$ cat config.mk
export PLATFORM = sky130hd
export DESIGN_NAME = decode_execute_stage
export DESIGN_NICKNAME = d
export VERILOG_FILES = /design/src/rtl/riscv_pipeline_pkg.sv /design/src/rtl/load_use_hazard_detector.sv /design/src/rtl/decode_execute_stage.sv
export SDC_FILE = /design/constraint.sdc
export NUM_CORES = 1
export LEC_CHECK = 0
export ABC_AREA = 1
export CAP_MARGIN = 20
export CORE_ASPECT_RATIO = 0.5
export CORE_MARGIN = 5
export CORE_UTILIZATION = 41
export CTS_CLUSTER_DIAMETER = 40
export DETAILED_ROUTE_END_ITERATION = 8
export PLACE_DENSITY = 0.86
export SLEW_MARGIN = 20
export SYNTH_ARGS = -nofsm -noshare
export SYNTH_HDL_FRONTEND = slang
export SYNTH_HIERARCHICAL = 1
export SYNTH_SLANG_ARGS = --single-unit
$ cat constraint.sdc
create_clock -name clock -period 2 [get_ports clock]
set_input_delay 0.2 -clock clock [delete_from_list [all_inputs] [get_ports clock]]
set_output_delay 0.2 -clock clock [all_outputs]
set_load 0.05 [all_outputs]
$ cat src/rtl/riscv_pipeline_pkg.sv
// Shared pipeline definitions: base-ISA opcodes, the packed control bundle
// carried from decode into execute, and operand-usage helpers per opcode.
package riscv_pipeline_pkg;

    localparam logic [6:0] OP_R      = 7'b0110011;
    localparam logic [6:0] OP_IMM    = 7'b0010011;
    localparam logic [6:0] OP_LOAD   = 7'b0000011;
    localparam logic [6:0] OP_STORE  = 7'b0100011;
    localparam logic [6:0] OP_BRANCH = 7'b1100011;
    localparam logic [6:0] OP_JAL    = 7'b1101111;
    localparam logic [6:0] OP_JALR   = 7'b1100111;
    localparam logic [6:0] OP_LUI    = 7'b0110111;
    localparam logic [6:0] OP_AUIPC  = 7'b0010111;

    typedef struct packed {
        logic       memRead;
        logic       memWrite;
        logic       regWrite;
        logic       aluSrc1;
        logic       aluSrc2;
        logic [3:0] aluOperation;
        logic       pcAdderSrc;
        logic       pcUpdate;
        logic       writeBackFromAluOrMemory;
    } ctrl_t;

    // All-zero bundle: no memory access, no register write-back.
    localparam ctrl_t CTRL_NOP = '0;

    // Unknown opcodes are treated as reading rs1 so a hazard is never missed.
    function automatic logic uses_rs1(input logic [6:0] op);
        return !(op inside {OP_LUI, OP_AUIPC, OP_JAL});
    endfunction

    function automatic logic uses_rs2(input logic [6:0] op);
        return op inside {OP_R, OP_STORE, OP_BRANCH};
    endfunction

endpackage

$ cat src/rtl/load_use_hazard_detector.sv
// Combinational load-use detector: flags a decode instruction that reads the
// destination of a load currently sitting in the execute slot.
module load_use_hazard_detector
    import riscv_pipeline_pkg::*;
#(
    parameter int REG_ADDR_WIDTH = 5
) (
    input  logic [6:0]                opcode,
    input  logic [REG_ADDR_WIDTH-1:0] rs1,
    input  logic [REG_ADDR_WIDTH-1:0] rs2,
    input  logic                      decodeValid,
    input  logic [REG_ADDR_WIDTH-1:0] executeRd,
    input  logic                      executeMemRead,
    input  logic                      executeValid,
    output logic                      loadUseHazard
);

    logic load_in_execute;
    logic rs1_match;
    logic rs2_match;

    // x0 is hard-wired to zero, so a load targeting it never creates a dependency.
    assign load_in_execute = executeValid && executeMemRead && (executeRd != '0);
    assign rs1_match       = uses_rs1(opcode) && (rs1 == executeRd);
    assign rs2_match       = uses_rs2(opcode) && (rs2 == executeRd);
    assign loadUseHazard   = load_in_execute && decodeValid && (rs1_match || rs2_match);

endmodule

$ cat src/rtl/decode_execute_stage.sv
// Decode-to-execute pipeline register with load-use bubble insertion, execute
// stall hold and flush. Optional saturating hazard counters: HAZARD_COUNTER_EN.
module decode_execute_stage
    import riscv_pipeline_pkg::*;
#(
    parameter int DATA_WIDTH     = 32,
    parameter int REG_ADDR_WIDTH = 5,
    parameter int COUNTER_WIDTH  = 16
) (
    input  logic                      clock,
    input  logic                      reset,
    input  logic                      decodeValid,
    input  logic                      flush,
    input  logic                      executeStall,
    input  logic [6:0]                opcode,
    input  logic [DATA_WIDTH-1:0]     pcIn,
    input  logic [DATA_WIDTH-1:0]     readData1,
    input  logic [DATA_WIDTH-1:0]     readData2,
    input  logic [DATA_WIDTH-1:0]     immediateValue,
    input  logic [REG_ADDR_WIDTH-1:0] rs1,
    input  logic [REG_ADDR_WIDTH-1:0] rs2,
    input  logic [REG_ADDR_WIDTH-1:0] rd,
    input  logic [2:0]                funct3,
    input  logic [6:0]                funct7,
    input  ctrl_t                     ctrlIn,
    output logic                      executeValid,
    output logic [DATA_WIDTH-1:0]     pcOut,
    output logic [DATA_WIDTH-1:0]     readData1Out,
    output logic [DATA_WIDTH-1:0]     readData2Out,
    output logic [DATA_WIDTH-1:0]     immediateOut,
    output logic [REG_ADDR_WIDTH-1:0] rs1Out,
    output logic [REG_ADDR_WIDTH-1:0] rs2Out,
    output logic [REG_ADDR_WIDTH-1:0] rdOut,
    output logic [2:0]                funct3Out,
    output logic [6:0]                funct7Out,
    output ctrl_t                     ctrlOut,
    output logic                      decodeStall,
    output logic                      loadUseHazard
`ifdef HAZARD_COUNTER_EN
    ,
    output logic [COUNTER_WIDTH-1:0]  stallCount,
    output logic [COUNTER_WIDTH-1:0]  flushCount
`endif
);

    if (COUNTER_WIDTH < 1) begin : g_counter_width_check
        $error("COUNTER_WIDTH must be at least 1");
    end

    load_use_hazard_detector #(
        .REG_ADDR_WIDTH (REG_ADDR_WIDTH)
    ) u_hazard (
        .opcode         (opcode),
        .rs1            (rs1),
        .rs2            (rs2),
        .decodeValid    (decodeValid),
        .executeRd      (rdOut),
        .executeMemRead (ctrlOut.memRead),
        .executeValid   (executeValid),
        .loadUseHazard  (loadUseHazard)
    );

    // A flush discards the decode slot, so there is nothing left to hold upstream.
    assign decodeStall = !flush && (executeStall || loadUseHazard);

    always_ff @(posedge clock) begin
        if (reset) begin
            executeValid <= 1'b0;
            pcOut        <= '0;
            readData1Out <= '0;
            readData2Out <= '0;
            immediateOut <= '0;
            rs1Out       <= '0;
            rs2Out       <= '0;
            rdOut        <= '0;
            funct3Out    <= '0;
            funct7Out    <= '0;
            ctrlOut      <= CTRL_NOP;
        end else if (flush) begin
            executeValid <= 1'b0;
            ctrlOut      <= CTRL_NOP;
        end else if (!executeStall) begin
            // Data fields are captured even on a bubble; the cleared valid and
            // control bundle make them inert downstream.
            pcOut        <= pcIn;
            readData1Out <= readData1;
            readData2Out <= readData2;
            immediateOut <= immediateValue;
            rs1Out       <= rs1;
            rs2Out       <= rs2;
            rdOut        <= rd;
            funct3Out    <= funct3;
            funct7Out    <= funct7;
            if (loadUseHazard) begin
                executeValid <= 1'b0;
                ctrlOut      <= CTRL_NOP;
            end else begin
                executeValid <= decodeValid;
                ctrlOut      <= decodeValid ? ctrlIn : CTRL_NOP;
            end
        end
    end

`ifdef HAZARD_COUNTER_EN
    localparam logic [COUNTER_WIDTH-1:0] CNT_ONE = COUNTER_WIDTH'(1);

    always_ff @(posedge clock) begin
        if (reset) begin
            stallCount <= '0;
            flushCount <= '0;
        end else begin
            if (decodeStall && (stallCount != '1)) begin
                stallCount <= stallCount + CNT_ONE;
            end
            // Only flushes that actually kill a real instruction are counted.
            if (flush && decodeValid && (flushCount != '1)) begin
                flushCount <= flushCount + CNT_ONE;
            end
        end
    end
`endif

endmodule

==> summary.md <==
| Metric | Value |
|---|---|
| Status | completed |
| Clk pwr share | 0.370 |
| Longest Clk Path Bufs | 2 |
| TritonCTS Sinks | 166 |
| Worst path depth | 9 |
| GP Congestion | 0.947 |
| CP Capture Type | output port |
| Switching power | 2.74 mW |
| Syn Inst Count | 774 |
| Syn-to-layout area delta | 72.8% |
| Root buffer cell | clkbuf_16 |
| Largest net degree at the start of global routing | 86 |
| Drt initial violations | 392 |
| Max Slew Vio Count | 0 |
| Fillers | 1050 |
| Slowest cell on crit path | dfxtp_4 |
| Synth Register Bits | 166 |
| Part of the cycle the worst path needs | 1.00 |
| Cell Pwr Density | 872 nW/um^2 |
| Vias | 6365 |
| Critical path cell sequence | inv_2 > nand2_1 > nand4_1 > nor2_1 > nand2_1 > a21oi_4 > nor2_2 > nor2_4 > buf_12 |
| Layout cell share with drive strength beyond 1 | 0.0602 |
| Buf/Inv on CP | 2 |
| Clock Latency Late Sink | 0.40 ns |
| Num CTS Buffers | 17 |
| Post-route ant nets | 0 |
| Non-filler cells, final | 1311 |
| Critical path's largest stage delay | 0.38 ns |
| Setup_tns | 0 ns |
| Vias in the first global route | 6217 |
| Hold Path Cell Cnt | 3 |
| Post-route clock skew | 0.00690 ns |
| CTS tree | done |
| Max_cap viols | 0 |
| WS Path Type | flip-flop to output port |
| Cell Rows | 31 |
| Chip width | 180 um |
| GRT overflow | 0 |
| Hold WC Path Type | input pin to flip-flop |
| ANT cells | 0 |
| Setup violators final | 0 |
| Drt drc | 0 |
| FF-to-FF path depth | 9 |
| Req. time, crit path | 1.80 ns |
| DRT Wirelength | 20900 um |
| Slew HR | 0.630 |
| Initial Utilization | 0.415 |
| Worst setup SP type | flip-flop |
| Routed length per instance | 15.9 um |
| Seq pwr share | 0.405 |
| Die height | 95.1 um |
| Final Hold Viols | 0 |
| First-pass GRT wire length | 31800 um |
| Slew @ Worst Pin | 0.554 ns |
| Clock-pin slew on the worst setup and hold paths | 0.06 ns |
| Core Area | 14300 um^2 |
| Num ports | 345 |
| Drt pass-1 iters | 7 |
| Top delay family on crit path | simple AND/OR/NAND/NOR gates |
| Crit path max fanout | 5 |
| Post-synthesis sequential area ratio | 0.560 |
| RSZ-0062 raised after global routing | yes |
| Initial antenna violation count | 0 |
| Final Critical Period | 2.00 ns |
| Maximum clock rate | 0.500 GHz |
| Crit path top cell by count | nand2_1 |
| Peak VDD IR | 0.704 mV |
| Placed Instances | 1275 |
| Lkg Pwr | 4.20 nW |
| Area of the die | 17100 um^2 |
| GRT Overall Usage | 0.227 |
| IO buf count | 344 |
| Crit path DAT | 1.80 ns |
| Synthesized area per cell | 7.67 um^2 |
| Sw Ratio | 0.306 |
| Post-DP HPWL | 15200 um |
| Synth cell types | 19 |
| Synth Net Count | 951 |
| H-Tree Level Count | 4 |
| Internal | 6.21 mW |
| Gate power share | 0.224 |
| Mapped Area | 5940 um^2 |
| Ys Warns | 6 |
| Vias per cell | 4.86 |
| Nets@finish | 1277 |
[registers in the layout, summed over array words and instances, names as in the netlist]
name          cells
immediateOut     32
pcOut            32
readData1Out     32
readData2Out     32
ctrlOut          12
funct7Out         7
rdOut             5
rs1Out            5
rs2Out            5
funct3Out         3
executeValid      1
[through the flow]
stage	utilization	hold slack [ns]	area, um^2	setup WS [ns]	power [mW]
global route	0.717	0.353	10300	-0.0396	9.32
CTS	0.713	0.353	10200	0.00145	9.05
finish	0.717	0.367	10300	0.000897	8.95
floorplan	-	0.334	5980	0.0281	4.78
detailed placement	0.671	0.453	9600	0.0493	5.69
global placement	0.671	0.446	9600	0.109	5.66
[cells in the final DEF, fill, tap and decap left out, types with 2 or more instances in the layout]
cell | synthesis | layout
dfxtp_4 | 0 | 5
buf_12 | 0 | 8
nor2_1 | 317 | 315
dfxtp_2 | 0 | 2
clkbuf_1 | 25 | 2
inv_2 | 2 | 2
a21oi_1 | 13 | 13
dfxtp_1 | 166 | 159
xnor2_2 | 0 | 4
o21ai_1 | 28 | 28
inv_6 | 0 | 4
inv_1 | 10 | 8
o21ai_0 | 125 | 125
nand4_1 | 3 | 3
nand3_1 | 14 | 14
xor2_1 | 2 | 2
nand2_1 | 35 | 35
nor2_4 | 1 | 2
clkdlybuf4s50_1 | 0 | 341
inv_8 | 0 | 3
bufinv_16 | 0 | 2
buf_4 | 9 | 9
clkinv_4 | 0 | 4
clkbuf_16 | 0 | 17
[cell families (layout without fill, tap and decap cells)]
| logic type | Yosys count | count (layout) | synth area share |
|---|---|---|---|
| xor+xnor | 6 | 6 | 0.00885 |
| compound gates | 167 | 167 | 0.141 |
| buf+inv | 64 | 403 | 0.0497 |
| flops | 166 | 166 | 0.560 |
| simple gates | 371 | 371 | 0.240 |
[metal layers]
metal | vias up | GRT usage | routed length (um)
li1 | 3128 | - | -
met1 | 2940 | 0.258 | 8310
met2 | 233 | 0.406 | 10500
met3 | 64 | 0.0556 | 1160
met4 | 0 | 0.118 | 910
met5 | - | 0 | 0
[synth_stat cells]
cell	n	area share
nor2_4	1	0.0019
nand2_1	35	0.022
dfxtp_1	166	0.56
nor2_1	317	0.20
inv_2	2	0.0013
a21oi_2	1	0.0015
xnor2_1	4	0.0059
buf_1	1	0.00063
nand4_1	3	0.0032
inv_1	10	0.0063
xor2_1	2	0.0030
nand3_1	14	0.012
buf_4	9	0.011
or2_2	1	0.0011
a21oi_1	13	0.011
o21ai_1	28	0.024
o21ai_0	125	0.11
buf_2	17	0.014
clkbuf_1	25	0.016
[power groups by stage]
stage                     registers, mW  logic [mW]  clock network [mW]
final                              3.63        2.01                3.31
after global routing               3.65        2.11                3.56
after CTS                          3.63        2.00                3.42
after detailed placement           3.70        1.99                   0
after global placement             3.69        1.97                   0
after floorplan                    4.41       0.373                   0
[worst min-delay path, stage by stage]
cell,delay [ns]
clkdlybuf4s50_1,0.39
nand3_1,0.08
a21oi_1,0.05
[what timing repair did]
item / in CTS / in global routing
endpoints found under the setup margin: 1 / 1
hold buffers: 0 / 0
setup buffers: 0 / 4
pin swaps: 2 / 8
gates resized for setup: 3 / 4
[worst paths after layout]
kind              start          end  slack [ns]
min          ctrlIn[11]  ctrlOut[11]        0.37
max            rdOut[0]  decodeStall      0.0009
max reg2reg    rdOut[0]   ctrlOut[0]        0.41
min reg2reg  ctrlOut[6]   ctrlOut[6]        0.46
[layout make-up]
class	instances	area (um^2)	share of cell area
Sequential cell	166	3340	0.326
Inverter	12	48.8	0.00476
Tap cell	198	248	0.0241
Clock inverter	13	164	0.0160
Multi-Input combinational cell	544	2370	0.231
Timing Repair Buffer	359	3650	0.356
Clock buffer	19	433	0.0422
Note: power is estimated with default switching activity, not from simulation.
